File: src/rtl/simon3264_pkg.sv
// ==== simon3264_pkg : shared SIMON32/64 constants and helpers | rev 1.0 ====
`default_nettype none

package simon3264_pkg;

  localparam int WORD_W         = 16;
  localparam int IDX_W          = 5;
  localparam int DEFAULT_ROUNDS = 32;

  localparam logic [WORD_W-1:0] C_CONST = 16'hFFFC;
  // Leftmost character of the z0 string is element 0, so it sits at bit 61.
  localparam logic [61:0] Z0_SEQ =
    62'b11111010001001010110000111001101111101000100101011000011100110;

  typedef logic [WORD_W-1:0] word_t;

  typedef enum logic [0:0] {
    ST_IDLE = 1'b0,
    ST_RUN  = 1'b1
  } ks_state_e;

  function automatic logic z0_bit(input logic [IDX_W-1:0] idx);
    logic [5:0] pos;
    pos = 6'd61 - {1'b0, idx};
    return Z0_SEQ[pos];
  endfunction

  function automatic word_t ror1(input word_t x);
    return {x[0], x[WORD_W-1:1]};
  endfunction

  function automatic word_t ror3(input word_t x);
    return {x[2:0], x[WORD_W-1:3]};
  endfunction

endpackage

`default_nettype wire

File: src/rtl/simon3264_ks_step.sv
// ==== simon3264_ks_step : one SIMON32/64 key-expansion step (combinational) | rev 1.0 ====
`default_nettype none

module simon3264_ks_step
  import simon3264_pkg::*;
(
  input  logic [WORD_W-1:0] w0,
  input  logic [WORD_W-1:0] w1,
  input  logic [WORD_W-1:0] w3,
  input  logic              z,
  output logic [WORD_W-1:0] knew
);

  logic [WORD_W-1:0] t;

  // C already folds in the bitwise NOT of w0 and the constant 3.
  always_comb begin
    t    = ror3(w3) ^ w1;
    knew = C_CONST ^ {{(WORD_W-1){1'b0}}, z} ^ w0 ^ t ^ ror1(t);
  end

endmodule

`default_nettype wire

File: src/rtl/simon3264_key_schedule.sv
// ==== simon3264_key_schedule : streams SIMON32/64 round keys over valid/ready | rev 1.0 ====
`default_nettype none

module simon3264_key_schedule
  import simon3264_pkg::*;
#(
  parameter int ROUNDS = DEFAULT_ROUNDS
)
(
  input  logic                clk,
  input  logic                rst,
  input  logic                start,
  input  logic [63:0]         key,
  output logic                busy,
  output logic                rk_valid,
  input  logic                rk_ready,
  output logic [WORD_W-1:0]   rk,
  output logic [IDX_W-1:0]    rk_idx,
  output logic                rk_last
);

  localparam logic [IDX_W-1:0] LAST_IDX = IDX_W'(ROUNDS - 1);

  ks_state_e          state_q, state_d;
  logic [WORD_W-1:0]  w0_q, w1_q, w2_q, w3_q;
  logic [WORD_W-1:0]  w0_d, w1_d, w2_d, w3_d;
  logic [IDX_W-1:0]   idx_q, idx_d;
  logic               valid_q, valid_d;
  logic               busy_q, busy_d;
  logic               last_q, last_d;

  logic [WORD_W-1:0]  knew;
  logic [IDX_W-1:0]   idx_inc;
  logic               handshake;

  simon3264_ks_step u_step (
    .w0   (w0_q),
    .w1   (w1_q),
    .w3   (w3_q),
    .z    (z0_bit(idx_q)),
    .knew (knew)
  );

  assign handshake = valid_q & rk_ready;
  assign idx_inc   = idx_q + IDX_W'(1);

  always_comb begin
    state_d = state_q;
    w0_d    = w0_q;
    w1_d    = w1_q;
    w2_d    = w2_q;
    w3_d    = w3_q;
    idx_d   = idx_q;
    valid_d = valid_q;
    busy_d  = busy_q;
    last_d  = last_q;

    case (state_q)
      ST_IDLE: begin
        if (start) begin
          w0_d    = key[15:0];
          w1_d    = key[31:16];
          w2_d    = key[47:32];
          w3_d    = key[63:48];
          idx_d   = '0;
          valid_d = 1'b1;
          busy_d  = 1'b1;
          last_d  = 1'b0;
          state_d = ST_RUN;
        end
      end
      ST_RUN: begin
        if (handshake) begin
          if (last_q) begin
            // Index and words are left as-is; nothing downstream looks at them while idle.
            valid_d = 1'b0;
            busy_d  = 1'b0;
            last_d  = 1'b0;
            state_d = ST_IDLE;
          end else begin
            w0_d   = w1_q;
            w1_d   = w2_q;
            w2_d   = w3_q;
            w3_d   = knew;
            idx_d  = idx_inc;
            last_d = (idx_inc == LAST_IDX);
          end
        end
      end
      default: begin
        state_d = ST_IDLE;
      end
    endcase
  end

  always_ff @(posedge clk) begin
    if (rst) begin
      state_q <= ST_IDLE;
      w0_q    <= '0;
      w1_q    <= '0;
      w2_q    <= '0;
      w3_q    <= '0;
      idx_q   <= '0;
      valid_q <= 1'b0;
      busy_q  <= 1'b0;
      last_q  <= 1'b0;
    end else begin
      state_q <= state_d;
      w0_q    <= w0_d;
      w1_q    <= w1_d;
      w2_q    <= w2_d;
      w3_q    <= w3_d;
      idx_q   <= idx_d;
      valid_q <= valid_d;
      busy_q  <= busy_d;
      last_q  <= last_d;
    end
  end

  assign rk       = w0_q;
  assign rk_idx   = idx_q;
  assign rk_last  = last_q;
  assign rk_valid = valid_q;
  assign busy     = busy_q;

endmodule

`default_nettype wire

File: config.mk
export PLATFORM = sky130hd
export DESIGN_NAME = simon3264_key_schedule
export DESIGN_NICKNAME = d
export VERILOG_FILES = /design/src/rtl/simon3264_pkg.sv /design/src/rtl/simon3264_ks_step.sv /design/src/rtl/simon3264_key_schedule.sv
export SDC_FILE = /design/constraint.sdc
export NUM_CORES = 1
export LEC_CHECK = 0
export CORE_UTILIZATION = 51
export DETAILED_ROUTE_END_ITERATION = 8
export PLACE_DENSITY_LB_ADDON = 0.3
export SYNTH_ARGS = -nofsm -noshare
export SYNTH_HDL_FRONTEND = slang
export SYNTH_HIERARCHICAL = 1
export SYNTH_SLANG_ARGS = --single-unit
File: constraint.sdc
create_clock -name clk -period 3 [get_ports clk]
set_clock_uncertainty 0.05 [all_clocks]
set_input_delay 0.6 -clock clk [delete_from_list [all_inputs] [get_ports clk]]
set_output_delay 0.6 -clock clk [all_outputs]
set_load 0.005 [all_outputs]
==> PnR_summary.wiki <==
{| class="wikitable"
! Metric !! Value
|-
| CTS tree || built
|-
| Leading cell types by count after synthesis || 72 x sky130_fd_sc_hd__dfxtp_1, 70 x sky130_fd_sc_hd__nor2_1, 65 x sky130_fd_sc_hd__mux2i_1, 60 x sky130_fd_sc_hd__a211oi_2, 15 x sky130_fd_sc_hd__xnor3_1
|-
| Share of the synthesized area in the top cell type || 33.9%
|-
| I/O pins || 92
|-
| Avg WL per Cell || 17.1 microns
|-
| Clock Path Buffers || 2
|-
| Total nets after synthesis || 467
|-
| Met2 WL post-DR || 4.77 mm
|-
| Clk sink count || 72
|-
| Result of the run || finished clean
|-
| Starting DRT DRC Count || roughly 120
|-
| Area Overhead vs Synth || 26.6%
|-
| Combinational family with the most area after synthesis || compound AO/OA/AOI/OAI gates
|-
| Highest net fanout along the worst path || 11
|-
| DRC errors left || 0
|-
| Final period util || 89.1%
|-
| Maximum clock rate || 0.374 GHz
|-
| Number of global-route vias before repair || around 3100
|-
| Crit-path cells || ha_1 > xnor2_2 > mux2i_1 > o21ai_1 > o221ai_1 > xnor2_1 > xnor3_1 > mux2i_1 > a211oi_2
|-
| Final net count || about 540
|-
| Xor and xnor area share after synthesis || 13.0%
|-
| Count of placed standard cells in the final layout, fillers left out || between 500 and 600
|-
| Met3 wire len || ~300 microns
|-
| Leading post-synthesis cells by cell area || sky130_fd_sc_hd__dfxtp_1 34%, sky130_fd_sc_hd__a211oi_2 18%, sky130_fd_sc_hd__mux2i_1 15%, sky130_fd_sc_hd__xnor3_1 7.9%, sky130_fd_sc_hd__nor2_1 6.2%
|-
| Compound-cell area share of the yosys netlist || approximately 22%
|-
| Overall Global Routing Usage || between 20% and 30%
|-
| Cell leakage power || 0.00207 uW
|-
| Most common flop cell mapped by yosys || sky130_fd_sc_hd__dfxtp_1
|-
| Placed Cells || approximately 560
|-
| Cell with the most instances after synthesis || sky130_fd_sc_hd__dfxtp_1
|-
| Sum of negative setup slack || 0 ns
|-
| Warning count from the yosys run || 6
|-
| Portion of the post-synthesis area used by sequential elements || about a third
|-
| Core region area || around 7900 sq um
|-
| Site row count || 32
|-
| Clock root buffer || sky130_fd_sc_hd__clkbuf_8
|-
| Startpoint Class || flop
|-
| Highest signal layer in the routed design || met4
|-
| Area of the die || around 8700 sq um
|-
| Routed Wire Length || about 9.8 mm
|-
| Total of buffers placed on input and output ports || roughly 90
|-
| Depth of the CTS H-tree || 3
|-
| Max rail drop VDD || 0.252 mV
|-
| CTS Hold Bufs || 0
|-
| Via count || around 3200
|-
| Hold path depth || 2
|-
| Horizontal extent of the die || between 90 and 100 microns
|-
| Number of library cell types mapped by synthesis || 38
|-
| RSZ-0062 raised after global routing || no
|-
| Number of failing hold endpoints at the final stage || 0
|-
| Count of final max-slew check failures || 0
|-
| Crit path max-delay cell type || sky130_fd_sc_hd__dfxtp_1
|-
| Shortest period the worst path allows || 2.67 ns
|-
| First-pass iteration count of the detailed router || 4
|-
| Post-synthesis cell type with the largest combined area || sky130_fd_sc_hd__dfxtp_1
|-
| Post-CTS repair timing setup buffer count || 0
|-
| Die span in y || around 93 microns
|-
| Final global-route overflow total || 0
|-
| RD Place Congestion || between 0.8 and 0.9
|-
| Worst slew margin || between 50 and 60%
|-
| CTS clk-pin slew, worst paths || about 0.080 ns
|-
| Required arrival time at the worst endpoint || around 3.2 ns
|-
| Number of antenna repair diodes || 0
|-
| Slew at the pin closest to its max-slew limit || between 0.7 and 0.8 ns
|-
| Kind of cell adding the most delay to the critical path || XOR/XNOR gates
|-
| Average footprint of a synthesized cell || roughly 11 sq um
|-
| Crit path kind || reg2reg
|-
| Power density over the cells || approximately 500 nW/um^2
|-
| Number of max-capacitance violations reported || 0
|-
| Post-cts repair resize count || 0
|-
| Largest net degree at the start of global routing || 49
|-
| Global-route wire length before repair || about 16 mm
|-
| Length in cells of the worst reg-to-reg path || 9
|-
| Number of routed nets with antenna violations || 0
|-
| Starting density of the core || roughly 54%
|-
| Detailed-routing wirelength on met1 || 4.61 mm
|-
| Fill cell count || 600
|-
| Number of flops mapped to enable cells by yosys || 0
|-
| # setup viols final || 0
|-
| Post-synthesis instance area || 4250 sq um
|-
| Post-DR vias/cell || 5.53
|-
| Clock insertion delay at the later pin of the skew report || 0.34 ns
|-
| Count of state elements after synthesis || 72
|-
| Cell type with the highest occurrence count on the critical path || sky130_fd_sc_hd__mux2i_1
|-
| Detailed placer's ending HPWL || 7.06 mm
|-
| Synth Area in Adders || 1.76%
|-
| Layout cells sized above 1 || 18.8%
|-
| Class of the most critical hold timing path || reg2reg
|-
| Capturing element type of the critical path || flop
|-
| Cells after synthesis || a little under 400
|-
| Simple-gate area share of the yosys netlist || between 8 and 9%
|-
| Inserted Clock Buffers || 9
|-
| Async set-or-reset flop fraction in the synthesized netlist || 0%
|-
| Antenna violations before repair || 0
|-
| Multiplexer share of the synthesized area || 15.6%
|-
| Crit. path cell count || 9
|-
| Highest cell delay on the worst timing path || 0.55 ns
|-
| Critical Path AT || about 2.8 ns
|-
| Worst path buffer plus inverter count || 0
|}
worst paths after layout:
check / start / to / slack [ns]
max: rk_idx[1] / w3_q[0] / 0.33
min: w2_q[15] / w2_q[15] / 0.46
max reg2reg: rk_idx[1] / w3_q[0] / 0.33
min reg2reg: w2_q[15] / w2_q[15] / 0.46
layout by cell type, fill, tap and decap left out, types with 6 or more instances in the layout:
| master | instances |
|---|---|
| sky130_fd_sc_hd__a211oi_2 | 60 |
| sky130_fd_sc_hd__dfxtp_1 | 71 |
| sky130_fd_sc_hd__a21oi_1 | 7 |
| sky130_fd_sc_hd__clkdlybuf4s50_1 | 90 |
| sky130_fd_sc_hd__ha_1 | 6 |
| sky130_fd_sc_hd__clkbuf_8 | 10 |
| sky130_fd_sc_hd__xnor3_1 | 15 |
| sky130_fd_sc_hd__nand2_1 | 6 |
| sky130_fd_sc_hd__mux2i_1 | 65 |
| sky130_fd_sc_hd__nor2_1 | 70 |
| sky130_fd_sc_hd__xor2_1 | 14 |
area by class of cell:
class | count | area, sq um | share of cell area [%]
clock buffers | 11 | 141 | 2.62
clock inverters | 5 | 56.3 | 1.05
inverters | 3 | 11.3 | 0.209
multi-input cells | 284 | 2590 | 48.2
flip-flops and latches | 72 | 1450 | 26.8
well taps | 102 | 128 | 2.37
repair buffers | 98 | 1010 | 18.8
sequential cells by signal (all words and copies together), names as in the netlist:
register / flops
rk_idx: 5
w2_q: 16
busy: 1
rk_last: 1
rk: 16
state_q: 1
w3_q: 16
w1_q: 16
cells by family after synthesis:
logic type | Yosys count
AO/OA/AOI/OAI | 87
XOR/XNOR | 36
adder cells (fa/ha/maj) | 6
buffers and inverters | 37
flip-flops | 72
multiplexers | 66
AND/OR/NAND/NOR | 89
worst reg2reg max path, delay by kind of cell, from the launching register on:
kind,cells,cell delay (ns)
xor gates and xnor gates,3,0.73
AOI/OAI and AO/OA,3,0.39
DFF,1,0.55
adders and majority gates,1,0.37
muxes,2,0.45
where the power goes:
group          internal (uW)  switching [uW]  total (uW)
Sequential              1050             103        1150
Combinational            462             337         800
Clock                    406             363         769
through the flow:
step                worst slack [ns]  area (sq um)  total power [uW]  hold WS [ns]  util [%]
detailed placement             0.390          5190              1970         0.451      65.8
global route                  0.0850          5390              2850         0.494      68.3
CTS                            0.375          5390              2740         0.474      68.3
finish                         0.327          5390              2720         0.464      68.3
floorplan                      0.639          4250              1730         0.428         -
global placement               0.560          5190              1950         0.442      65.8
per-layer routing:
layer,vias up,global-route usage [%]
met3,11,3.58
met2,62,38.5
li1,1583,-
met5,-,0
met1,1523,32.4
met4,0,6.92
Power figures use the tool's default switching activity.
